`config.mk`:
```
export PLATFORM = sky130hd
export DESIGN_NAME = mem_port_arbiter
export DESIGN_NICKNAME = d
export VERILOG_FILES = /design/src/rtl/rv_mem_pkg.sv /design/src/rtl/arb_wait_ctr.sv /design/src/rtl/mem_port_arbiter.sv
export SDC_FILE = /design/constraint.sdc
export NUM_CORES = 1
export LEC_CHECK = 0
export ABC_AREA = 0
export CAP_MARGIN = 30
export CORE_AREA = 2 2 110 112
export CTS_BUF_LIST = sky130_fd_sc_hd__clkbuf_8 sky130_fd_sc_hd__clkbuf_16
export CTS_CLUSTER_DIAMETER = 200
export DETAILED_ROUTE_END_ITERATION = 10
export DIE_AREA = 0 0 112 114
export GPL_TIMING_DRIVEN = 0
export PLACE_DENSITY_LB_ADDON = 0.15
export SYNTH_ARGS = -nofsm -noshare
export SYNTH_HDL_FRONTEND = slang
export SYNTH_SLANG_ARGS = --single-unit
```
`constraint.sdc`:
```
create_clock -name clk -period 1.31 [get_ports clk]
set_input_delay 0.131 -clock clk [delete_from_list [all_inputs] [get_ports clk]]
set_output_delay 0.131 -clock clk [all_outputs]
set_load 0.005 [all_outputs]
```
`src/rtl/rv_mem_pkg.sv`:
```
// rv_mem_pkg: shared types and default widths for the unified memory port arbiter.
package rv_mem_pkg;

    localparam int ADDR_W_DEF   = 32;
    localparam int DATA_W_DEF   = 32;
    localparam int MAX_WAIT_DEF = 4;

    typedef enum logic [1:0] {
        IDLE,
        WAIT_I,
        WAIT_D
    } arb_state_e;

    typedef enum logic {
        REQ_I,
        REQ_D
    } req_id_e;

endpackage

```
`src/rtl/arb_wait_ctr.sv`:
```
// arb_wait_ctr: saturating count of cycles a fetch has been refused.
// Present only when ARB_STARVE_GUARD_EN is defined.
`ifdef ARB_STARVE_GUARD_EN
module arb_wait_ctr #(
    parameter int MAX = 4,
    parameter int CW  = $clog2(MAX + 1)
) (
    input  logic          clk,
    input  logic          rst_n,
    input  logic          inc,
    input  logic          clr,
    output logic [CW-1:0] cnt
);

    logic [CW-1:0] cnt_q;
    logic [CW-1:0] cnt_d;

    always_comb begin
        cnt_d = clr ? '0 : (inc && cnt_q != CW'(MAX)) ? cnt_q + 1'b1 : cnt_q;
    end

    always_ff @(posedge clk or negedge rst_n) begin
        if (!rst_n) begin
            cnt_q <= '0;
        end else begin
            cnt_q <= cnt_d;
        end
    end

    assign cnt = cnt_q;

endmodule
`endif

```
`src/rtl/mem_port_arbiter.sv`:
```
// mem_port_arbiter: shares one memory port between fetch and data, one access outstanding.
// Define ARB_STARVE_GUARD_EN to let a fetch refused MAX_WAIT cycles win over data.
module mem_port_arbiter
    import rv_mem_pkg::*;
#(
    parameter int ADDR_W   = ADDR_W_DEF,
    parameter int DATA_W   = DATA_W_DEF,
    parameter int MAX_WAIT = MAX_WAIT_DEF
) (
    input  logic                clk,
    input  logic                rst_n,
    input  logic                i_req,
    input  logic [ADDR_W-1:0]   i_addr,
    output logic                i_gnt,
    output logic                i_rvalid,
    output logic [DATA_W-1:0]   i_rdata,
    input  logic                d_req,
    input  logic                d_we,
    input  logic [ADDR_W-1:0]   d_addr,
    input  logic [DATA_W-1:0]   d_wdata,
    input  logic [DATA_W/8-1:0] d_be,
    output logic                d_gnt,
    output logic                d_rvalid,
    output logic [DATA_W-1:0]   d_rdata,
    output logic                mem_req,
    output logic                mem_we,
    output logic [ADDR_W-1:0]   mem_addr,
    output logic [DATA_W-1:0]   mem_wdata,
    output logic [DATA_W/8-1:0] mem_be,
    input  logic                mem_ready,
    input  logic                mem_rvalid,
    input  logic [DATA_W-1:0]   mem_rdata,
    output logic                stall_if,
    output logic                stall_mem
);

    arb_state_e state_q;
    arb_state_e state_d;
    logic       st_we_q;
    logic       st_we_d;
    logic       starve;
    logic       sel_d;
    logic       accept;
    req_id_e    win;

`ifdef ARB_STARVE_GUARD_EN
    localparam int CW = $clog2(MAX_WAIT + 1);
    logic [CW-1:0] wait_cnt;

    arb_wait_ctr #(
        .MAX (MAX_WAIT),
        .CW  (CW)
    ) u_wait_ctr (
        .clk   (clk),
        .rst_n (rst_n),
        .inc   (i_req & ~i_gnt),
        .clr   (i_gnt),
        .cnt   (wait_cnt)
    );

    assign starve = i_req && (wait_cnt == CW'(MAX_WAIT));
`else
    logic unused_max_wait;
    assign unused_max_wait = (MAX_WAIT != 0);
    assign starve = 1'b0;
`endif

    assign win    = (d_req && !starve) ? REQ_D : REQ_I;
    assign sel_d  = (win == REQ_D);
    assign accept = (state_q == IDLE) && (i_req || d_req) && mem_ready;

    always_ff @(posedge clk or negedge rst_n) begin
        if (!rst_n) begin
            state_q <= IDLE;
            st_we_q <= 1'b0;
        end else begin
            state_q <= state_d;
            st_we_q <= st_we_d;
        end
    end

    // st_we remembers a store so its acknowledge returns no data
    always_comb begin
        state_d = state_q;
        st_we_d = st_we_q;
        case (state_q)
            IDLE: begin
                if (accept) begin
                    state_d = sel_d ? WAIT_D : WAIT_I;
                    st_we_d = sel_d && d_we;
                end
            end
            WAIT_I, WAIT_D: begin
                if (mem_rvalid) state_d = IDLE;
            end
            default: state_d = IDLE;
        endcase
    end

    // rst_n gating keeps every output at 0 while reset is held, whatever the inputs
    always_comb begin
        mem_req   = rst_n && (state_q == IDLE) && (i_req || d_req);
        mem_we    = mem_req && sel_d && d_we;
        mem_addr  = !mem_req ? '0 : sel_d ? d_addr : i_addr;
        mem_wdata = (mem_req && sel_d) ? d_wdata : '0;
        mem_be    = (mem_req && sel_d) ? d_be : '0;
        i_gnt     = mem_req && mem_ready && !sel_d;
        d_gnt     = mem_req && mem_ready && sel_d;
        i_rvalid  = rst_n && (state_q == WAIT_I) && mem_rvalid;
        d_rvalid  = rst_n && (state_q == WAIT_D) && mem_rvalid;
        i_rdata   = i_rvalid ? mem_rdata : '0;
        d_rdata   = (d_rvalid && !st_we_q) ? mem_rdata : '0;
        stall_if  = rst_n && i_req && !i_rvalid;
        stall_mem = rst_n && (d_req || state_q == WAIT_D) && !d_rvalid;
    end

endmodule
```
==> results.cfg, run 1 <==
[sta]
tightest_slew_ns = 0.420
timing.fmax_mhz = 535
timing.final.ws_setup_ns = -0.558
finalCritPeriodShare_pct = 143
hold_violations = 0
fin_tns_setup_ns = -64.28
relSlewSlack_pct = 72.0
drv_slew = 0
setup_viol = 143
rsz0062_at_grt = yes
holdWs_ns = 0.532
skew_ns = 0.000140
period_needed_ns = 1.87

[placement]
pre_cts_ws_ns = -1.00
portBuffers = 278
place_congestion = 0.773
place_hpwl_um = 7820

[die]
dieArea_um2 = 12800
die_w_um = 112
dieHeight_um = 114
fp.coreArea_um2 = 11700
rows = 40
start_util_pct = 12.8
io_pins = 279

[global_route]
first_global_vias = 2841
antenna_found_initial = 0
grt_pass1_wl_um = 15200
gr-usage-all-layers_pct = 15.0
grt_max_degree = 11
grt.overflow.total = 0

[yosys]
synth_top_family_by_area = simple AND/OR/NAND/NOR gates
ys_top_cells_by_area = and2_1, mux2i_1, and2_2
syn_avg_cell_area_um2 = 6.87
synth_top_flop_cell = dfrtp_1
synth-simple-area-share_pct = 58.3
syn_inst = 218
syn_nets = 360
async_flop_share_pct = 100
ys_seq_area_share_pct = 5.01
synth_mux_area_share_pct = 22.1
yosys.area_share.adder_pct = 2.51
synth_top_cell_by_area = and2_1
synth.top_cell.area_share_pct = 35.1
synthesis.area_um2 = 1500
synth-seq-cells = 3
synth_xor_area_share_pct = 0
yosysWarnings = 0
synth_compound_area_share_pct = 3.01
synthMostInstantiatedCell = and2_1
synth-edff-count = 0
ys_types = 26
synth_common_cells = and2_1, nor2_1, mux2i_1, and2_2, inv_1

[clock_tree]
cts_root_buffer = clkbuf_16
cts_tree = yes
cts.clk_slew.worst_paths_ns = 0.03
htreeDepth = 1
cts_buffers = 3
cts_buffer_depth = 2
cts_num_sinks = 3
clock_latency_ns = 0.22

[worst_setup_path]
end_kind = output port
regToRegStartpoint = state_q[1]
crit_cells = 5
arrival_ns = 1.74
crit_end = i_rdata[0]
cp_num_buf_inv = 2
critPathTopFamily = buffers and inverters
startpoint = state_q[1]
r2r_end = state_q[0]
reg2reg_slack_ns = -0.16
crit_path_start_kind = flop
crit_type = reg2out
cp.required_ns = 1.18
crit_chain = inv_2 > ha_4 > and3_2 > and2_1 > clkdlybuf4s50_1
critPathMaxStageDelay_ns = 0.51
path_max_fanout = 4
reg2reg_depth = 7
cpMaxStageDelayCell = clkdlybuf4s50_1

[cells_and_area]
multiInputGateArea_um2 = 1780
drive_above_1_share_pct = 63.1
regArea_um2 = 75.1
antenna_cells = 0
post-route-util_pct = 48.6
fin_nets = 699
nFillCells = 1136
area_delta_synth_final_pct = 280

[power]
max-vdd-ir-drop_v = 0.000421
leakagePower_nw = 2.72
p_per_area_nw_per_um2 = 787

[routing]
post_drt_wl_per_cell_um = 15.0
drt-initial-drc-count = 51
route.vias.total = 2815
drt_pass1_iterations = 4
drc_errors = 0
ant_nets = 0
vias_per_cell = 4.00
wl_um = 10500

[status]
violations = setup timing
status = complete, but fails checks

[worst_hold_path]
hold_class = in2reg

[flow_run]
drv_cap = 0
-- how the worst min path moves through the flow --
stage	startpoint	to	cells after the start
detailed placement	rst_n	state_q[1]	1
floorplan	rst_n	st_we_q	0
CTS	d_we	st_we_q	3
finish	d_we	st_we_q	3
global placement	rst_n	state_q[1]	1
global route	d_we	st_we_q	3
-- metrics by stage --
stage / std cells / instance area, um^2 / total power [mW]
global placement: 643 / 4600 / 2.62
floorplan: 218 / 1630 / 1.19
detailed placement: 643 / 4600 / 2.63
CTS: 700 / 5270 / 3.98
finish: 703 / 5690 / 4.48
global route: 703 / 5690 / 4.76
-- area by class of cell --
type / count / share of cell area, %
repair buffers: 333 / 58.6
flip-flops and latches: 3 / 1.32
plain buffers: 16 / 3.63
clock inverters: 1 / 0.0659
inverters: 6 / 0.484
multi-input cells: 194 / 31.3
well taps: 147 / 3.23
clock buffers: 3 / 1.32
-- metal layers --
metal | GRT usage (%) | wire (um)
met1 | 16.1 | 3770
met2 | 29.9 | 5810
met3 | 3.83 | 869
met4 | 2.60 | 91
met5 | 0 | 0
-- worst reg2reg max path, delay by kind of cell, from the launching register on --
| kind | cells | cell delay (ns) |
|---|---|---|
| AOI/OAI and AO/OA | 1 | 0.22 |
| DFF | 1 | 0.39 |
| buffers and inverters | 4 | 0.43 |
| adders and majority gates | 1 | 0.19 |
| and+or+nand+nor | 1 | 0.12 |
-- where the power goes --
part	internal, mW	switching (mW)
clock	0.394	0.0845
combinational	2.44	1.38
sequential	0.133	0.0461
total	2.97	1.51
-- kinds of logic (layout without fill, tap and decap cells) --
kind of cell	Yosys count	after routing
and+or+nand+nor	149	151
muxes	33	33
buffers and inverters	23	359
AOI/OAI and AO/OA	7	7
adders and majority gates	3	3
DFF	3	3
-- registers in the layout, summed over array words and instances (netlist names) --
register  count
st_we_q       1
state_q       2
-- placed cells by master, fill, tap and decap left out, types with 2 or more instances in the layout --
cell             count
mux2i_1             33
nor2_4              20
nand2_1              3
buf_8               15
nor2_2              11
buf_12               4
nor2b_4              2
clkdlybuf4s50_1    139
dfrtp_1              3
and2_1              10
clkbuf_16            4
inv_2                2
buf_6              131
ha_4                 3
dlygate4sd2_1        3
o211ai_1             2
buf_2               43
buf_4               11
and3_4               2
nor2_1               5
nor3_2               2
inv_1                4
a21oi_2              2
and2_4              90
-- what timing repair did --
| item | in CTS | in global routing |
|---|---|---|
| setup endpoints to repair | 141 | 143 |
| endpoints found under the hold margin | 3 | 0 |
| setup buffers | 42 | 6 |
| pin swaps | 78 | 27 |
| resized for setup | 740 | 107 |
| cloned | 13 | 1 |
| hold buffers | 1 | 0 |
No activity file was read; power rests on OpenSTA's default activity.
==> run 2: changes to the inputs <==
--- a/config.mk
+++ b/config.mk
@@ -9,10 +9,8 @@
 export CAP_MARGIN = 30
 export CORE_AREA = 2 2 110 112
 export CTS_BUF_LIST = sky130_fd_sc_hd__clkbuf_8 sky130_fd_sc_hd__clkbuf_16
-export CTS_CLUSTER_DIAMETER = 200
 export DETAILED_ROUTE_END_ITERATION = 10
 export DIE_AREA = 0 0 112 114
-export GPL_TIMING_DRIVEN = 0
 export PLACE_DENSITY_LB_ADDON = 0.15
 export SYNTH_ARGS = -nofsm -noshare
 export SYNTH_HDL_FRONTEND = slang
==> run 2 against run 1 <==
  * The flow still finishes with violations (setup timing)
  * First-iteration DRC count grew 35%
  * Largest power group unchanged
  * Via count grew 0.14%
  * Critical path type unchanged
  * Worst setup slack lost 0.073 ns
==> results.cfg, run 2 (synthesized netlist as in run 1, its figures left out) <==
[clock_tree]
cts_tree = yes
clock_latency_ns = 0.23
cts_num_sinks = 3
cts_root_buffer = clkbuf_16
htreeDepth = 1
cts_buffer_depth = 2
cts_buffers = 3
cts.clk_slew.worst_paths_ns = 0.03

[cells_and_area]
final_cell_mix = clkdlybuf4s50_1, buf_6, and2_4, buf_2, and2_1
area_delta_synth_final_pct = 279
reg_top3 = state_q (2), st_we_q (1)
drive_above_1_share_pct = 58.2
fin_area_um2 = 5670
post-route-util_pct = 48.4
antenna_cells = 0
final_common_cell = clkdlybuf4s50_1
fin_nets = 705
regMostFlops = state_q
largest_register_ff_count = 2

[routing]
post_drt_wl_per_cell_um = 15.9
ant_nets = 0
vias_per_cell = 3.98
route.vias.total = 2819
drt-initial-drc-count = 69
drt_pass1_iterations = 4
wl_um = 11300
drc_errors = 0

[global_route]
gr-usage-all-layers_pct = 16.0
grt_max_degree = 33
grt.overflow.total = 0
grt_pass1_wl_um = 16100
antenna_found_initial = 0
first_global_vias = 2949

[worst_setup_path]
reg2reg_depth = 7
regToRegStartpoint = state_q[0]
reg2reg_slack_ns = -0.11
path_max_fanout = 6
crit_type = reg2out
end_kind = output port
cp.required_ns = 1.18
r2r_end = state_q[0]
arrival_ns = 1.81
crit_path_start_kind = flop

[die]
dieHeight_um = 114
dieArea_um2 = 12800
die_w_um = 112
fp.coreArea_um2 = 11700
start_util_pct = 12.8
rows = 40
io_pins = 279

[power]
p_per_area_nw_per_um2 = 838
max-vdd-ir-drop_v = 0.000480
leakagePower_nw = 2.76

[status]
violations = setup timing
status = complete, but fails checks

[placement]
dpl-instance-area_um2 = 4710
place_hpwl_um = 7580
place_congestion = 0.800
portBuffers = 278

[sta]
tightest_slew_ns = 0.289
rsz0062_at_grt = yes
timing.fmax_mhz = 515
skew_ns = 0.00415
setup_viol = 141
finalCritPeriodShare_pct = 148
relSlewSlack_pct = 80.2
period_needed_ns = 1.94
hold_violations = 0
timing.final.ws_setup_ns = -0.632
drv_slew = 0

[worst_hold_path]
hold_class = in2async

[flow_run]
drv_cap = 0
[run 2: changes by cell type in the layout (fill, tap and decap cells not counted), moves of 3 or more]
cell       delta
buf_6        -36
and2_1       +27
and2_4       -26
clkbuf_2     +23
buf_4        +12
buf_8        -12
buf_12        +9
buf_16        +8
buf_2         +5
clkbuf_16     +4
nor2_1        +4
nor2_2        -3
[run 2: metal layers]
| metal | up-vias | wire (um) | track usage [%] |
|---|---|---|---|
| met2 | 170 | 6100 | 31.1 |
| met5 | - | 0 | 0 |
| met1 | 1255 | 4130 | 18.3 |
| met4 | 0 | 200 | 2.68 |
| li1 | 1382 | - | - |
| met3 | 12 | 874 | 3.35 |
[run 2: final cells by class]
class	count	area (um^2)
Fill cell	1127	6040
Tap cell	147	184
Inverter	6	25.0
Clock buffer	3	75.1
Multi-Input combinational cell	192	1670
Timing Repair Buffer	357	3640
Clock inverter	1	3.75
Sequential cell	3	75.1
[run 2: what timing repair did]
action	in CTS	in global routing
hold buffers	0	0
resized for setup	659	79
pin swaps	66	15
buffers inserted	42	7
setup endpoints to repair	141	143
gates cloned	13	4
[run 2: critical path: stages, from the launching register on]
cell           delay, ns
dfrtp_1             0.38
buf_4               0.14
buf_4               0.12
ha_1                0.18
and3_4              0.21
buf_12              0.15
and2_1              0.14
dlygate4sd2_1       0.25
[run 2: power breakdown]
part / internal (mW) / leakage [nW] / switching, mW
Sequential: 0.133 / 0.0390 / 0.0412
Clock: 0.394 / 0.0423 / 0.0857
Combinational: 2.64 / 2.68 / 1.45
Total: 3.17 / 2.76 / 1.58
[run 2: through the flow]
stage	worst slack (ns)	setup TNS (ns)	std cells	hold slack, ns	total power [mW]
final	-0.632	-67.37	709	0.289	4.75
after global routing	-0.710	-79.41	709	0.289	5.06
after CTS	-0.620	-69.66	708	0.288	4.65
after detailed placement	-0.718	-91.88	651	0.517	2.81
after global placement	-0.710	-90.75	651	0.516	2.80
after floorplan	-0.0548	-2.89	218	-0.165	1.19
[run 2: worst max-delay path by stage]
stage / to / cells after the start / startpoint
global placement: i_rdata[19] / 6 / rst_n
CTS: d_rdata[15] / 10 / state_q[0]
floorplan: d_rdata[11] / 6 / state_q[0]
global route: d_rdata[15] / 10 / state_q[0]
detailed placement: i_rdata[19] / 6 / rst_n
finish: i_rdata[16] / 7 / state_q[0]
